## src/rtl/mac_result_collector.sv

```systemverilog
// mac_result_collector: realigns {valid,last} tags with the multiplier product P, accumulates each group, queues results (2 entries).
// Latency: MULT_LAT+1 cycles from the last operand accept to res_valid; sustains one product per cycle.
// Backpressure: op_ready only while queue occupancy + lasts in flight < 2; a pop frees credit on the following cycle.
// Build option: define MAC_SAT_EN to clamp each add to the signed ACC_WID range and report it on res_sat.

module mac_result_collector #(
  parameter int DATA_WID = 16,
  parameter int MULT_LAT = 3,
  parameter int ACC_WID  = 36,
  parameter int CNT_WID  = 8
) (
  input  logic                  clock,
  input  logic                  rst_n,
  input  logic                  clr,
  input  logic                  op_valid,
  input  logic                  op_last,
  output logic                  op_ready,
  input  logic [2*DATA_WID-1:0] p_in,
  output logic                  res_valid,
  input  logic                  res_ready,
  output logic [ACC_WID-1:0]    res_data,
  output logic [CNT_WID-1:0]    res_cnt,
  output logic                  res_sat
);

  typedef struct packed {
    logic [ACC_WID-1:0] data;
    logic [CNT_WID-1:0] cnt;
    logic               sat;
  } res_t;

  logic [MULT_LAT-1:0] tag_vld;
  logic [MULT_LAT-1:0] tag_last;
  logic [ACC_WID-1:0]  acc_q;
  logic [CNT_WID-1:0]  cnt_q;
  logic                sat_q;
  logic                grp_open;   // 0: the next qualified product starts a new group
  res_t                q_ent [2];  // q_ent[0] is the head
  logic [1:0]          q_cnt;
  logic [3:0]          inflight;

  logic                accept;
  logic                qual;
  logic                qual_last;
  logic                push;
  logic                pop;
  logic [ACC_WID-1:0]  p_ext;
  logic [ACC_WID-1:0]  add_res;
  logic                add_ovf;
  logic [ACC_WID-1:0]  grp_sum;
  logic [CNT_WID-1:0]  grp_cnt;
  logic                grp_sat;
  res_t                push_ent;

  assign accept    = op_valid && op_ready;
  assign qual      = tag_vld[MULT_LAT-1];
  assign qual_last = tag_last[MULT_LAT-1];
  assign push      = qual && qual_last;
  assign pop       = res_valid && res_ready;
  assign p_ext     = ACC_WID'($signed(p_in));

  // Every last still travelling through the multiplier already owns a queue slot.
  always_comb begin
    inflight = '0;
    for (int i = 0; i < MULT_LAT; i++) inflight = inflight + {3'b000, tag_last[i]};
  end

  assign op_ready = rst_n && !clr && (({2'b00, q_cnt} + inflight) < 4'd2);

`ifdef MAC_SAT_EN
  logic [ACC_WID:0] add_full;

  // One extra bit exposes overflow; clamp toward the sign of the true sum.
  always_comb begin
    add_full = {acc_q[ACC_WID-1], acc_q} + {p_ext[ACC_WID-1], p_ext};
    add_ovf  = add_full[ACC_WID] ^ add_full[ACC_WID-1];
    add_res  = add_full[ACC_WID-1:0];
    if (add_ovf) add_res = add_full[ACC_WID] ? {1'b1, {(ACC_WID-1){1'b0}}} : {1'b0, {(ACC_WID-1){1'b1}}};
  end
`else
  assign add_res = acc_q + p_ext;
  assign add_ovf = 1'b0;
`endif

  // First element of a group loads the product; later elements add onto the running sum.
  always_comb begin
    grp_sum  = grp_open ? add_res : p_ext;
    grp_cnt  = grp_open ? cnt_q + CNT_WID'(1) : CNT_WID'(1);
    grp_sat  = grp_open && (sat_q || add_ovf);
    push_ent = '{data: grp_sum, cnt: grp_cnt, sat: grp_sat};
  end

  // Tag pipeline mirrors the multiplier so each product emerges with its valid/last.
  always_ff @(posedge clock or negedge rst_n) begin
    if (!rst_n) begin
      tag_vld  <= '0;
      tag_last <= '0;
    end else if (clr) begin
      tag_vld  <= '0;
      tag_last <= '0;
    end else begin
      tag_vld[0]  <= accept;
      tag_last[0] <= accept && op_last;
      for (int i = 1; i < MULT_LAT; i++) begin
        tag_vld[i]  <= tag_vld[i-1];
        tag_last[i] <= tag_last[i-1];
      end
    end
  end

  // Running group state advances only on qualified products; a last returns to the first-element state.
  always_ff @(posedge clock or negedge rst_n) begin
    if (!rst_n) begin
      acc_q    <= '0;
      cnt_q    <= '0;
      sat_q    <= 1'b0;
      grp_open <= 1'b0;
    end else if (clr) begin
      acc_q    <= '0;
      cnt_q    <= '0;
      sat_q    <= 1'b0;
      grp_open <= 1'b0;
    end else if (qual) begin
      if (qual_last) begin
        grp_open <= 1'b0;
      end else begin
        acc_q    <= grp_sum;
        cnt_q    <= grp_cnt;
        sat_q    <= grp_sat;
        grp_open <= 1'b1;
      end
    end
  end

  // Two-entry result queue; push and pop may coincide at any occupancy.
  always_ff @(posedge clock or negedge rst_n) begin
    if (!rst_n) begin
      q_ent[0] <= '0;
      q_ent[1] <= '0;
      q_cnt    <= 2'd0;
    end else if (clr) begin
      q_ent[0] <= '0;
      q_ent[1] <= '0;
      q_cnt    <= 2'd0;
    end else begin
      case (q_cnt)
        2'd0: begin
          if (push) begin
            q_ent[0] <= push_ent;
            q_cnt    <= 2'd1;
          end
        end
        2'd1: begin
          if (push && pop) begin
            q_ent[0] <= push_ent;
          end else if (push) begin
            q_ent[1] <= push_ent;
            q_cnt    <= 2'd2;
          end else if (pop) begin
            q_cnt    <= 2'd0;
          end
        end
        default: begin
          if (pop) begin
            q_ent[0] <= q_ent[1];
            if (push) q_ent[1] <= push_ent;
            else      q_cnt    <= 2'd1;
          end
        end
      endcase
    end
  end

  assign res_valid = (q_cnt != 2'd0);
  assign res_data  = q_ent[0].data;
  assign res_cnt   = q_ent[0].cnt;
  assign res_sat   = q_ent[0].sat;

endmodule

```

## config.mk

```make
export PLATFORM = sky130hd
export DESIGN_NAME = mac_result_collector
export DESIGN_NICKNAME = d
export VERILOG_FILES = /design/src/rtl/mac_result_collector.sv
export SDC_FILE = /design/constraint.sdc
export NUM_CORES = 1
export LEC_CHECK = 0
export ABC_AREA = 1
export BUFFER_PORTS_ARGS = -buffer_cell sky130_fd_sc_hd__buf_4
export CAP_MARGIN = 20
export CELL_PAD_IN_SITES_DETAIL_PLACEMENT = 1
export CELL_PAD_IN_SITES_GLOBAL_PLACEMENT = 1
export CORE_UTILIZATION = 45
export CTS_BUF_LIST = sky130_fd_sc_hd__clkbuf_4 sky130_fd_sc_hd__clkbuf_8
export DETAILED_ROUTE_END_ITERATION = 7
export PLACE_DENSITY_LB_ADDON = 0.1
export SLEW_MARGIN = 0
export SYNTH_ARGS = -nofsm -noshare
export SYNTH_HDL_FRONTEND = slang
export SYNTH_SLANG_ARGS = --single-unit
```

## constraint.sdc

```tcl
create_clock -name clock -period 2.4 [get_ports clock]
set_input_delay 0.12 -clock clock [delete_from_list [all_inputs] [get_ports clock]]
set_output_delay 0.12 -clock clock [all_outputs]
set_load 0.05 [all_outputs]
```

---- Yosys cells after proc, flatten, opt, wreduce, memory -nomap -nowiden ----
Index checks and enable logic that the tools add are counted.
storage, ports and cells
  logic and storage cells ................. 77
  register bits after elaboration ......... 144
  output and inout bits ................... 47
  input port bits ......................... 38
cells by class
  magnitude comparators ................... 1
  $add $sub $neg .......................... 5
  reductions and logical operators ........ 18
  mux-type cells .......................... 32
  equality and inequality tests ........... 8
operator list
  kind                                                                  count
  45-bit two-way mux                                                    4
  90-bit two-way mux                                                    2
  45-bit one-hot mux with 2 select lines                                2
  36-bit two-way mux                                                    4
  36-bit adder                                                          1
  8-bit two-way mux                                                     4
  2-bit two-way mux                                                     7
  3-bit != test, second input constant                                  3
  8-bit by 1-bit adder with 8-bit output, second input constant         1
  1-bit logical AND                                                     8
  1-bit two-way mux                                                     6
  3-bit two-way mux                                                     2
  3-bit AND reduction                                                   2
  5-bit AND reduction                                                   1
  2-bit by 3-bit adder with 4-bit output                                1
  4-bit by 2-bit < comparator with 1-bit output, second input constant  1
  2-bit != test, second input constant                                  2
  4-bit by 2-bit != test with 1-bit output, second input constant       1
  4-bit != test, second input constant                                  1
  2-bit one-hot mux with 2 select lines                                 1
  2-bit nonzero test                                                    2
  4-bit nonzero test                                                    1
  2-bit by 1-bit adder with 3-bit output                                1
  3-bit nonzero test                                                    1
  other kinds (5)                                                       5

---- Depth between registers and ports, before layout ----
Gate-level depths: netlist of the first run.
  depth in word-level cells ............... 8
  mapped depth ............................ 17
  mapped depth without buffers ............ 17

---- Worst setup path after synthesis of the first run ----
No wires, ideal clock.
  path kind ............................... flip-flop to flip-flop
  start point ............................. reg q_cnt[0]
  end point ............................... reg tag_last[0]
  path slack .............................. -98 ps
  period minus slack after synthesis ...... 2498 ps
  arrival ................................. 2423 ps
  setup time .............................. 75 ps
  cell stages (with the launch flop) ...... 8
  required time ........................... 2325 ps
  path buffers ............................ 0
  cells stage by stage .................... dfrtp_1 > fa_1 > nand2_1 > fa_1 > nand2_1 > nor2_1 > nand2_1 > nor2_1
on the way
  word-level cells in the longest chain between the ends .. 6
ends and longest elaborated chain
  what                                           RTL line  source
  start, declared                                39        logic [1:0] q_cnt;
  start signal, assigned                         140       q_cnt <= 2'd0;
  start signal, assigned                         144       q_cnt <= 2'd0;
  start signal, assigned                         150       q_cnt <= 2'd1;
  2-bit by 3-bit adder with 4-bit output         68        assign op_ready = rst_n && !clr && (({2'b00, q_cnt} + inflight) < 4'd2);
  4-bit by 2-bit < comparator with 1-bit output  68
  1-bit logical AND                              68
  net op_ready                                   17        output logic op_ready,
  1-bit logical AND                              55        assign accept = op_valid && op_ready;
  1-bit logical AND                              103       tag_last[0] <= accept && op_last;
  3-bit two-way mux                              98        end else if (clr) begin
  end signal, assigned                           103
  end signal, assigned by index                  106       tag_last[i] <= tag_last[i-1];
  end, declared                                  33        logic [MULT_LAT-1:0] tag_last;
The timed path passes the listed nets, and every way through them passes these cells.
A chain may end at the register's enable or synchronous reset.

---- Worst setup path after layout of the first run ----
  start point ............................. reg tag_last[1]
  end point ............................... out op_ready
on the way
  word-level cells in the longest chain between the ends .. 5
ends and longest elaborated chain
  what                                           RTL line  source
  1-bit by 1-bit adder with 2-bit output         65        for (int i = 0; i < MULT_LAT; i++) inflight = inflight + {3'b000, tag_last[i]};
  2-bit by 1-bit adder with 3-bit output         65
  2-bit by 3-bit adder with 4-bit output         68
  4-bit by 2-bit < comparator with 1-bit output  68
  1-bit logical AND                              68
  end, declared                                  17
No other way between the ends.

==> summary.md, run 1 <==
| Metric | Value |
|---|---|
| Status | complete, no violations |
| Synth Cell Area | 9570 um2 |
| Non-Filler Instances | 1,734 |
| Chip height | 148 um |
| Area after DPL | 10,300 um2 |
| RSZ-0062 raised after global routing | yes |
| Synth top area cells | dfrtp_1 38%, nand2_1 21%, nor2_1 4.9%, ha_1 4.7%, o21ai_0 4.6% |
| Max Cap Viol | 0 |
| CP endpoint | op_ready |
| Synth Net Count | 1,480 |
| R2R depth | 14 |
| DR pass1 iterations | 5 |
| Final ANT Viol Nets | 0 |
| Tcrit/Tclk final | 99.9% |
| Via count | 9,464 |
| Post-synth top area cell | dfrtp_1 |
| I/O pin count | 85 |
| CTS clk-pin slew, worst paths | 0.08 ns |
| Core area | 20,600 um2 |
| Total GRT Usage | 30.6% |
| Cells after synthesis | 1,403 |
| Pwr dens | 974 nW/um2 |
| Routed len/inst | 18.8 um |
| Area share of the largest cell type after synthesis | 37.7% |
| Actual slew at the worst max-slew pin | 0.779 ns |
| Total Wirelength | 32,600 um |
| VDD IR max | 0.000485 V |
| Skew final | 0.0169 ns |
| TritonCTS Buffers | 17 |
| Antenna violations before repair | 0 |
| Crit path required time | 2.28 ns |
| Worst hold path class | input pin to flip-flop |
| Crit Path Max Fanout | 2 |
| Startpoint types | flip-flop |
| Final Hold Fails | 0 |
| CTS Buffer Depth | 2 |
| List of most frequent post-synthesis cells | 533 x nand2_1, 144 x dfrtp_1, 125 x nor2_1 |
| Register bit count reported by yosys | 144 |
| Initial core utilization | 46.5% |
| Slew Limit Fails | 0 |
| Main flop type after synthesis | dfrtp_1 |
| DRT iter0 DRCs | 667 |
| Fin crit period | 2.40 ns |
| Die ar. | 21,800 um2 |
| Asr flop ratio synth | 100% |
| Placed Cells | 1,693 |
| Worst Setup SP | tag_last[1] |
| Chip width | 148 um |
| Clk_lat worst skew | 0.46 ns |
| Synthesized area per cell | 6.82 um2 |
| Port buffer count | 84 |
| CTS tree | done |
| Design area | 11,200 um2 |
| Detailed-route DRC error count | 0 |
| Via density | 5.46 |
| CP Data Arrival Time | 2.28 ns |
| Worst reg2reg setup slack | 0.10 ns |
| Util after Layout | 54.6% |
| Largest net degree at the start of global routing | 96 |
| First-pass GRT wire length | 51,400 um |
| Critical Path End Type | primary output |
| Vias in the first global route | 9,400 |
| P&R area growth vs syn | 17.4% |
| Slew Limit Headroom | 48.1% |
| Placer Congestion | 0.928 |
| FF-to-FF Start | acc_q[0] |
| Nets@finish | 1,528 |
| Hold WS | 0.0365 ns |
| Sequential share of the synthesized area | 37.7% |
| Post-synth EDFFs | 0 |
| Total grt overflow | 0 |
| Final setup violating endpoints | 0 |
| HPWL after DPL | 23,200 um |
| Antenna cells | 0 |
| Synth cell types | 41 |
| Share of cells above drive strength 1 | 18.4% |
| Crit Path Class | flip-flop to primary output |
| TNS Setup | 0 ns |
| Floorplan row count | 52 |
| Pleak | 5.85 nW |
| Clock sinks | 144 |
| Top-count cell post-synth | nand2_1 |
| Max H-tree Level | 4 |
| Achievable Freq | 417 MHz |
| Root buffer cell | clkbuf_8 |
| Yosys warns | 0 |
| RR Endpoint | res_data[34] |
per-stage QoR:
step	setup WS, ns	power, mW
global placement	0.0590	8.47
detailed placement	-0.0366	8.63
finish	0.00214	10.9
global route	-0.0933	11.6
CTS	-0.0508	10.8
floorplan	0.153	7.48
cell families (layout without fill, tap and decap cells):
logic type / count (synthesis) / count (layout) / synth area share (%)
simple gates: 793 / 793 / 33.9
flops: 144 / 144 / 37.7
xor+xnor: 17 / 17 / 1.56
buf+inv: 218 / 279 / 10.7
compound gates: 191 / 191 / 10.8
mux: 1 / 1 / 0.105
fa+ha+maj: 39 / 39 / 5.34
cells in the final DEF (no fill, tap or decap), types with 5 or more instances in the layout:
cell,instances
a21oi_1,44
a21oi_2,6
buf_4,118
clkbuf_8,17
dfrtp_1,141
dlygate4sd3_1,5
ha_1,17
ha_4,17
inv_1,111
inv_2,7
inv_6,6
nand2_1,505
nand2_2,27
nand3_1,63
nand3_2,13
nand3b_1,6
nand4_1,27
nor2_1,117
nor2_2,8
o21ai_0,78
o21ai_1,39
o21bai_1,6
or2_2,15
xnor2_1,8
xor2_1,7
worst max-delay path: stages (launching register included):
cell	delay, ns
dfrtp_1	0.41
fa_1	0.53
nand2_1	0.06
fa_1	0.48
nand2_1	0.06
nor2_2	0.12
buf_6	0.17
routing by layer:
metal  track usage, %  up-vias  wire (um)
met5                0        -          0
met4             6.86        0        372
met3             5.34       24       1920
met2             46.9      254      14500
met1             44.9     4660      15800
li1                 -     4526          -
state kept, by name (all words and copies together) (netlist names):
name	count
acc_q	36
cnt_q	8
grp_open	1
q_cnt	2
q_ent	45
res_cnt	8
res_data	36
res_sat	1
sat_q	1
tag_last	3
tag_vld	3
report_power, final:
group	switching (mW)	internal (mW)
Sequential	0.465	3.10
Clock	1.07	1.06
Combinational	3.68	1.57
Total	5.21	5.73
repair_timing:
item,CTS,global route
hold endpoints to repair,149,0
buffers inserted,0,4
cloned,0,0
setup endpoints to repair,9,72
pin swaps,2,17
gates resized for setup,5,99
hold buffers,5,0
cell type report:
| cell class | instances | area (um2) |
|---|---|---|
| clock buffer | 18 | 241 |
| timing repair buffer | 128 | 1020 |
| multi-input combinational | 1041 | 5400 |
| sequential | 144 | 3610 |
| tap | 270 | 338 |
| clock inverter | 14 | 175 |
| inverter | 119 | 449 |
| fill | 2715 | 9330 |
worst min path at each step:
| stage | from | end | slack (ns) | cells after the start |
|---|---|---|---|---|
| 6_report | p_in[20] | res_data[20] | 0.04 | 5 |
| 5_1_grt | p_in[30] | res_data[30] | 0.03 | 5 |
| 4_1_cts | p_in[30] | res_data[30] | 0.003 | 5 |
| 3_5_place_dp | rst_n | res_cnt[4] | -0.02 | 1 |
| 3_3_place_gp | rst_n | res_cnt[2] | -0.02 | 1 |
| 2_1_floorplan | rst_n | acc_q[0] | -0.18 | 0 |
No activity file was read; power rests on OpenSTA's default activity.
==> run 2: changes to the inputs <==
--- a/config.mk
+++ b/config.mk
@@ -13,7 +13,7 @@
 export CORE_UTILIZATION = 45
 export CTS_BUF_LIST = sky130_fd_sc_hd__clkbuf_4 sky130_fd_sc_hd__clkbuf_8
 export DETAILED_ROUTE_END_ITERATION = 7
-export PLACE_DENSITY_LB_ADDON = 0.1
+export PLACE_DENSITY = 0.89
 export SLEW_MARGIN = 0
 export SYNTH_ARGS = -nofsm -noshare
 export SYNTH_HDL_FRONTEND = slang
==> summary.md, run 2 (synthesized netlist as in run 1, its figures left out) <==
| Metric | Value |
|---|---|
| CTS tree | done |
| Final setup violating endpoints | 5 (+5) |
| GRT met1 Usage | 43.6% (-1.3 points) |
| Placed Cells | 1,690 (-0.18%) |
| Crit Path Class | flip-flop to flip-flop |
| Max H-tree Level | 4 (unchanged) |
| Total GRT Usage | 30.5% (-0.16 points) |
| Routed len/inst | 19.4 um (+3.0%) |
| CP Data Arrival Time | 2.90 ns (+0.62 ns) |
| Failing checks | negative setup slack |
| Total Wirelength | 33,700 um (+3.2%) |
| CTS Buffer Depth | 2 (unchanged) |
| Antenna cells | 0 (unchanged) |
| Non-Filler Instances | 1,739 (+0.29%) |
| Status | finished with violations |
| Core area | 20,600 um2 (unchanged) |
| Via count | 9,766 (+3.2%) |
| P&R area growth vs syn | 16.4% |
| Chip width | 148 um (unchanged) |
| Max reg flops | 45 (unchanged) |
| Chip height | 148 um (unchanged) |
| Floorplan row count | 52 (unchanged) |
| Pwr dens | 978 nW/um2 (+0.38%) |
| Tcrit/Tclk final | 104% (+3.9 points) |
| Critical Path End Type | flip-flop |
| Startpoint types | flip-flop |
| Crit Path Max Fanout | 3 (+1) |
| I/O pin count | 85 (unchanged) |
| Initial core utilization | 46.5% (unchanged) |
| Skew final | 0.0191 ns (+0.00221 ns) |
| Fin crit period | 2.49 ns (+0.0935 ns) |
| Pleak | 5.88 nW (+0.59%) |
| Slew Limit Headroom | 49.8% (+1.7 points) |
| Total grt overflow | 0 (unchanged) |
| CTS clk-pin slew, worst paths | 0.10 ns (+0.02 ns) |
| Leading cell type in the layout, fill and taps excluded | nand2_1 |
| Share of cells above drive strength 1 | 18.6% (+0.14 points) |
| Crit path required time | 2.81 ns (+0.53 ns) |
| Actual slew at the worst max-slew pin | 0.753 ns (-0.0258 ns) |
| Antenna violations before repair | 0 (unchanged) |
| TritonCTS Buffers | 17 (unchanged) |
| Largest net degree at the start of global routing | 81 (-16%) |
| Root buffer cell | clkbuf_8 |
| Gr busiest metal | met2 |
| Most frequent cells in the layout | 506 x nand2_1, 142 x dfrtp_1, 122 x buf_4 |
| First-pass GRT wire length | 51,400 um (unchanged) |
| TNS Setup | -0.240 ns (-0.240 ns) |
| Setup ws final | -0.0913 ns (-0.0935 ns) |
| VDD IR max | 0.000486 V (+0.27%) |
| Achievable Freq | 401 MHz (-3.8%) |
| Reg with most FFs | q_ent |
| Final Hold Fails | 0 (unchanged) |
| Placer Congestion | 0.912 (-1.7%) |
| Worst hold path class | input pin to flip-flop |
| Clock sinks | 144 (unchanged) |
| Final ANT Viol Nets | 0 (unchanged) |
| Detailed-route DRC error count | 0 (unchanged) |
| DR pass1 iterations | 7 (+2) |
| RSZ-0062 raised after global routing | yes |
| Max Cap Viol | 0 (unchanged) |
| Grt met3 use | 3.27% (-2.1 points) |
| Via density | 5.62 (+2.9%) |
| Vias in the first global route | 9,657 (+2.7%) |
| Met2 Track Usage GR | 48.7% (+1.8 points) |
| Port buffer count | 84 (unchanged) |
| Clk_lat worst skew | 0.47 ns (about the same) |
| Slew Limit Fails | 0 (unchanged) |
| Nets@finish | 1,533 (+0.33%) |
| HPWL after DPL | 23,200 um (-0.14%) |
| DRT iter0 DRCs | 728 (+9.1%) |
| Die ar. | 21,800 um2 (unchanged) |
## run 2: final cells by class
type | instances | area (um2)
Clock buffer | 19 | 262
Fill cell | 2682 | 9430
Inverter | 119 | 449
Multi-Input combinational cell | 1041 | 5280
Sequential cell | 144 | 3610
Tap cell | 270 | 338
Clock inverter | 13 | 139
Timing Repair Buffer | 133 | 1060
## run 2: power by group
group          internal [mW]  switching [mW]
clock network          0.918            1.12
registers               3.10           0.466
logic                   1.55            3.73
## run 2: layer usage
layer,routed length [um],vias up
li1,-,4529
met1,15100,4791
met2,15500,378
met3,2230,68
met4,802,0
met5,0,-
## run 2: worst max-delay path: stages, from the launching register on
cell     delay (ns)
dfrtp_1        0.39
ha_1           0.31
buf_4          0.17
a21oi_1        0.22
o21ai_0        0.23
a21oi_2        0.23
nand2_4        0.10
xor2_2         0.20
o21ai_0        0.32
nand3_1        0.14
nand2_1        0.12
## run 2: worst paths after layout
path / from / end / slack [ns] / cells after the start
max: acc_q[15] / acc_q[18] / -0.09 / 10
min: p_in[24] / res_data[24] / 0.01 / 5
max reg2reg: acc_q[15] / acc_q[18] / -0.09 / 10
min reg2reg: q_ent[15] / q_ent[15] / 0.48 / 2
max in group asynchronous: rst_n / q_cnt[0] / 1.45 / 3
min in group asynchronous: rst_n / q_ent[3] / 0.09 / 2
## run 2: timing repair
item                                    in CTS  in global routing
endpoints found under the setup margin      15                 72
gates resized for setup                      9                 86
pin swaps                                    2                 20
buffers inserted                             4                  7
endpoints found under the hold margin      109                  0
hold buffers                                 6                  0
## run 2: metrics by stage
step	area, um2	setup slack, ns	hold slack (ns)	power, mW	util (%)
floorplan	9570	0.153	-0.176	7.48	-
global placement	10300	0.0606	0.00925	8.42	49.9
detailed placement	10300	0.00831	0.0113	8.61	49.9
CTS	10800	-0.0477	0.00103	10.7	52.4
global route	11100	-0.197	0.0300	11.5	54.2
finish	11100	-0.0913	0.0142	10.9	54.2
